==> config.mk <==
export PLATFORM = sky130hd
export DESIGN_NAME = save_ram_uploader
export DESIGN_NICKNAME = d
export VERILOG_FILES = /design/src/rtl/save_ram_uploader.sv
export SDC_FILE = /design/constraint.sdc
export NUM_CORES = 1
export LEC_CHECK = 0
export BUFFER_PORTS_ARGS = -buffer_cell sky130_fd_sc_hd__buf_2
export CAP_MARGIN = 20
export CORE_ASPECT_RATIO = 1.4
export CORE_MARGIN = 2
export CORE_UTILIZATION = 30
export CTS_BUF_LIST = sky130_fd_sc_hd__clkbuf_16
export DETAILED_ROUTE_END_ITERATION = 10
export GPL_ROUTABILITY_DRIVEN = 0
export GPL_TIMING_DRIVEN = 0
export HOLD_SLACK_MARGIN = 0.02
export PLACE_DENSITY = 0.54
export SLEW_MARGIN = 30
export SYNTH_ARGS = -nofsm -noshare
export SYNTH_HDL_FRONTEND = slang
export SYNTH_SLANG_ARGS = --single-unit
export TNS_END_PERCENT = 30
==> constraint.sdc <==
create_clock -name clk_sys -period 4.5 [get_ports clk_sys]
set_input_delay 0.45 -clock clk_sys [delete_from_list [all_inputs] [get_ports clk_sys]]
set_output_delay 0.45 -clock clk_sys [all_outputs]
set_load 0.01 [all_outputs]
==> src/rtl/save_ram_uploader.sv <==
// Serves HPS upload reads of cartridge RAM through a req/ack arbiter port, stalling the HPS via ioctl_wait.
// Optional macro UPLOAD_CKSUM_EN adds an XOR checksum readable at address SIZE.
module save_ram_uploader #(
  parameter int unsigned AW      = 8,
  parameter int unsigned SIZE    = 256,
  parameter int unsigned TIMEOUT = 63
) (
  input  logic          clk_sys,
  input  logic          reset_n,
  input  logic          ioctl_upload,
  input  logic          ioctl_rd,
  input  logic [24:0]   ioctl_addr,
  output logic [7:0]    ioctl_din,
  output logic          ioctl_wait,
  output logic          mem_req,
  output logic [AW-1:0] mem_addr,
  input  logic          mem_ack,
  input  logic [7:0]    mem_dout,
  output logic          busy,
  output logic          timeout_err
);

  localparam int unsigned CW = (TIMEOUT > 1) ? $clog2(TIMEOUT + 1) : 1;
  localparam int unsigned IOAW = 25;

  typedef enum logic [1:0] {
    ST_IDLE = 2'd0,
    ST_REQ  = 2'd1,
    ST_RESP = 2'd2
  } state_e;

  state_e        state_q, state_d;
  logic [CW-1:0] cnt_q, cnt_d;
  logic          upload_q;
  logic [7:0]    din_q, din_d;
  logic          wait_q, wait_d;
  logic          req_q, req_d;
  logic [AW-1:0] addr_q, addr_d;
  logic          busy_q, busy_d;
  logic          terr_q, terr_d;
  logic          session_start;
  logic          in_range;
`ifdef UPLOAD_CKSUM_EN
  logic [7:0]    cksum_q, cksum_d;
  logic          cks_sel_q, cks_sel_d;
`endif

  assign session_start = ioctl_upload && !upload_q;
  assign in_range      = (ioctl_addr < IOAW'(SIZE));

  // Next-state and registered-output computation
  always_comb begin
    state_d = state_q;
    cnt_d   = cnt_q;
    din_d   = din_q;
    wait_d  = wait_q;
    req_d   = req_q;
    addr_d  = addr_q;
    busy_d  = busy_q;
    terr_d  = terr_q;
`ifdef UPLOAD_CKSUM_EN
    cksum_d   = cksum_q;
    cks_sel_d = cks_sel_q;
`endif

    if (session_start) begin
      terr_d = 1'b0;
`ifdef UPLOAD_CKSUM_EN
      cksum_d = 8'h00;
`endif
    end

    if (!ioctl_upload) begin
      // Session dropped: abandon any read, keep last returned byte
      state_d = ST_IDLE;
      cnt_d   = '0;
      wait_d  = 1'b0;
      req_d   = 1'b0;
      busy_d  = 1'b0;
    end else begin
      unique case (state_q)
        ST_IDLE: begin
          if (ioctl_rd) begin
            wait_d = 1'b1;
            busy_d = 1'b1;
            cnt_d  = '0;
            if (in_range) begin
              addr_d  = ioctl_addr[AW-1:0];
              req_d   = 1'b1;
              state_d = ST_REQ;
            end else begin
              state_d = ST_RESP;
`ifdef UPLOAD_CKSUM_EN
              cks_sel_d = (ioctl_addr == IOAW'(SIZE));
`endif
            end
          end
        end
        ST_REQ: begin
          if (mem_ack) begin
            din_d   = mem_dout;
`ifdef UPLOAD_CKSUM_EN
            cksum_d = cksum_q ^ mem_dout;
`endif
            state_d = ST_IDLE;
            req_d   = 1'b0;
            wait_d  = 1'b0;
            busy_d  = 1'b0;
            cnt_d   = '0;
          end else if (cnt_q == CW'(TIMEOUT - 1)) begin
            din_d   = 8'h00;
            terr_d  = 1'b1;
            state_d = ST_IDLE;
            req_d   = 1'b0;
            wait_d  = 1'b0;
            busy_d  = 1'b0;
            cnt_d   = '0;
          end else begin
            cnt_d = cnt_q + CW'(1);
          end
        end
        ST_RESP: begin
`ifdef UPLOAD_CKSUM_EN
          din_d = cks_sel_q ? cksum_q : 8'hFF;
`else
          din_d = 8'hFF;
`endif
          state_d = ST_IDLE;
          wait_d  = 1'b0;
          busy_d  = 1'b0;
        end
        default: begin
          state_d = ST_IDLE;
          wait_d  = 1'b0;
          req_d   = 1'b0;
          busy_d  = 1'b0;
        end
      endcase
    end
  end

  always_ff @(posedge clk_sys or negedge reset_n) begin
    if (!reset_n) begin
      state_q  <= ST_IDLE;
      cnt_q    <= '0;
      upload_q <= 1'b0;
      din_q    <= 8'h00;
      wait_q   <= 1'b0;
      req_q    <= 1'b0;
      addr_q   <= '0;
      busy_q   <= 1'b0;
      terr_q   <= 1'b0;
`ifdef UPLOAD_CKSUM_EN
      cksum_q   <= 8'h00;
      cks_sel_q <= 1'b0;
`endif
    end else begin
      state_q  <= state_d;
      cnt_q    <= cnt_d;
      upload_q <= ioctl_upload;
      din_q    <= din_d;
      wait_q   <= wait_d;
      req_q    <= req_d;
      addr_q   <= addr_d;
      busy_q   <= busy_d;
      terr_q   <= terr_d;
`ifdef UPLOAD_CKSUM_EN
      cksum_q   <= cksum_d;
      cks_sel_q <= cks_sel_d;
`endif
    end
  end

  assign ioctl_din   = din_q;
  assign ioctl_wait  = wait_q;
  assign mem_req     = req_q;
  assign mem_addr    = addr_q;
  assign busy        = busy_q;
  assign timeout_err = terr_q;

endmodule
==> flow_summary_export.csv <==
group,metric,value,unit
run_status,status,"finished clean",
synth,synthDistinctLibCells,34,
worst_setup_path,max_stage_delay,650,ps
worst_setup_path,cp-end-kind,"flop",
final_layout,fin_nets,234,
clock_tree,cts_max_level,1,
final_layout,nFillCells,474,
clock_tree,cts_setup_buffers,0,
clock_tree,clk_path_buf_depth,2,
sta,max_slew_margin,48.8,%
final_layout,regArea,701,µm²
clock_tree,cts.sinks,28,
worst_setup_path,cp_max_fo,8,
floorplan,dieArea,5150,µm²
synth,syn_inst,132,
pwr,power-per-cell-area,299,nW/µm²
synth,synth_ff_type,"dfrtp_1",
sta,hold_slack,214,ps
floorplan,die_x,61.2,µm
clock_tree,cts_tree,"done",
floorplan,io_pins,58,
sta,max_slew.worst_pin.slew,760,ps
synth,synth-edff-count,0,
drt,drc,0,
placed_design,dp.cells,251,
global_routing,grt_start_max_net_pins,29,
worst_setup_path,required,4680,ps
synth,syn_avg_cell_area,10.4,µm²
floorplan,core,4460,µm²
global_routing,grtUsageMet3,2.00,%
worst_hold_path,hold_path_class,"input port to async pin",
drt,wl_per_cell,14.2,µm
clock_tree,hold_buffers,0,
sta,setup_ws,2540,ps
placed_design,place_ws,2260,ps
sta,timing.final.crit_period,1960,ps
sta,finalClockSkew,1.99,ps
drt,via_per_inst,5.06,
synth,syn_area,1380,µm²
synth,synth_top_area_cell,"dfrtp_1",
drt,drt_iter0_markers,68,
synth,synthArstFlopShare,100,%
global_routing,antenna_found_initial,0,
final_layout,antenna_cells,0,
sta,fmax,511,MHz
global_routing,grt_util_met1,17.8,%
worst_setup_path,critical_path_class,"flop to flop",
synth,synth_seq_cells,28,
pwr,p_leak,0.000891,µW
clock_tree,root_buffer,"clkbuf_16",
synth,synth_nets,172,
global_routing,met2_usage,27.4,%
drt,drtAntennaViolNets,0,
drt,first_pass_iters,4,
worst_setup_path,cpMostUsedCell,"o21ai_0",
clock_tree,clkLatencyLatePin,260,ps
sta,rsz0062_at_grt,"no",
floorplan,rows,29,
synth,synth_top_area_share,50.9,%
drt,routed_wirelength,3.60,mm
clock_tree,post_cts_resized,0,
worst_setup_path,cp.arrival,2140,ps
global_routing,grt_first_pass_wirelength,6.22,mm
final_layout,syn_to_final_growth,31.8,%
global_routing,busiest_layer,"met2",
floorplan,chipHeight,84.1,µm
final_layout,multiInputGateArea,642,µm²
drt,vias,1284,
global_routing,gr-total-overflow,0,
pwr,peakVddDrop,0.132,mV
sta,final.setup.tns,0,ps
synth,ys_seq_area_share,50.9,%
worst_setup_path,worst_path_max_delay_cell,"o21ai_0",
sta,fin_crit_sh,43.5,%
placed_design,detailed_place_hpwl,2.75,mm
synth,netlist_top_cells_area,"dfrtp_1, mux2_2, o21ai_0",
synth,ys_warn_count,0,
final_layout,stdcell_count,254,
sta,hold_viol,0,
worst_setup_path,start_kind,"flop",
sta,setup_viol,0,
sta,slew_violations,0,
global_routing,grt_util_all_layers,15.5,%
floorplan,start_util,30.8,%
global_routing,first_global_vias,1397,
clock_tree,cts.clk_slew.worst_paths,60,ps
final_layout,drive_gt1_share,38.0,%
worst_setup_path,crit_chain,"inv_1 -> ha_1 -> nand3_1 -> o21ai_0 -> o21ai_0 -> a21oi_1",
clock_tree,cts_buffers,3,
placed_design,numPortBuffers,57,
flow_run,cap_violations,0,
-- worst max-delay path: cells and delay by family, from the launching register on --
kind	cells	cell delay (ps)
flops	1	440
simple gates	1	160
fa+ha+maj	1	140
compound gates	3	1040
buf+inv	1	80
-- Yosys cell counts, drive strengths merged (2+ instances only) --
| library cell | n |
|---|---|
| clkbuf | 2 |
| dfrtp | 28 |
| nand3 | 5 |
| ha | 2 |
| mux2 | 8 |
| a22oi | 2 |
| nor4 | 4 |
| o22ai | 8 |
| buf | 2 |
| nor2 | 6 |
| nand2 | 7 |
| o22a | 8 |
| inv | 4 |
| or3 | 2 |
| o21ai | 16 |
| a21oi | 11 |
-- per-layer routing --
metal	wire length (µm)	part of all wire (%)
met5	0	0
met4	46	1.3
met1	1470	41
met3	216	6.0
met2	1860	52
-- layout make-up --
| type | count | share of cell area (%) |
|---|---|---|
| clock buffers | 3 | 4.14 |
| multi-input cells | 96 | 35.4 |
| plain buffers | 4 | 1.03 |
| repair buffers | 57 | 15.7 |
| inverters | 4 | 0.828 |
| flip-flops and latches | 28 | 38.6 |
| well taps | 62 | 4.28 |
-- worst paths after layout --
path                                    from            to  slack (ps)  cells after the start
worst max-delay path                cnt_q[0]  ioctl_din[5]        2540                      6
worst min-delay path                 reset_n  ioctl_din[6]         210                      1
worst max register to register      cnt_q[0]  ioctl_din[5]        2540                      6
worst min register to register      upload_q   timeout_err         490                      2
max in group asynchronous            reset_n    state_q[1]        3860                      1
min in group clk_sys            ioctl_upload      upload_q         390                      1
-- report_power, final --
group	leakage, µW	switching, µW	internal, µW	total (µW)
sequential	0.000378	10.9	263	274
clock	0.0000370	79.2	118	197
combinational	0.000476	36.0	36.1	72.0
-- state kept, by name (all words and copies together) (netlist names) --
| register | cells |
|---|---|
| mem_addr | 8 |
| mem_req | 1 |
| upload_q | 1 |
| ioctl_din | 8 |
| timeout_err | 1 |
| state_q | 2 |
| busy | 1 |
| cnt_q | 6 |
-- per-stage QoR --
stage | util [%] | total power, µW | cell area, µm²
final | 40.7 | 543 | 1810
after global routing | 40.7 | 570 | 1810
after CTS | 40.7 | 551 | 1810
after detailed placement | 39.0 | 351 | 1740
after global placement | 39.0 | 347 | 1740
after floorplan | - | 310 | 1380
-- cell usage in the layout (no fill, tap or decap), drive strengths merged, types with 2 or more instances in the layout --
cell    Yosys  routed
a21oi      11      11
a22oi       2       2
buf         2      59
clkbuf      2       5
dfrtp      28      28
ha          2       2
inv         4       4
mux2        8       8
nand2       7       7
nand3       5       5
nor2        6       6
nor4        4       4
o21ai      16      16
o22a        8       8
o22ai       8       8
or3         2       2
-- logic make-up after synthesis --
logic type	share of synthesized area (%)
buf+inv	2.45
flops	50.9
fa+ha+maj	1.82
simple gates	13.5
compound gates	24.7
mux	6.55
(Power assumes the default switching activity.)
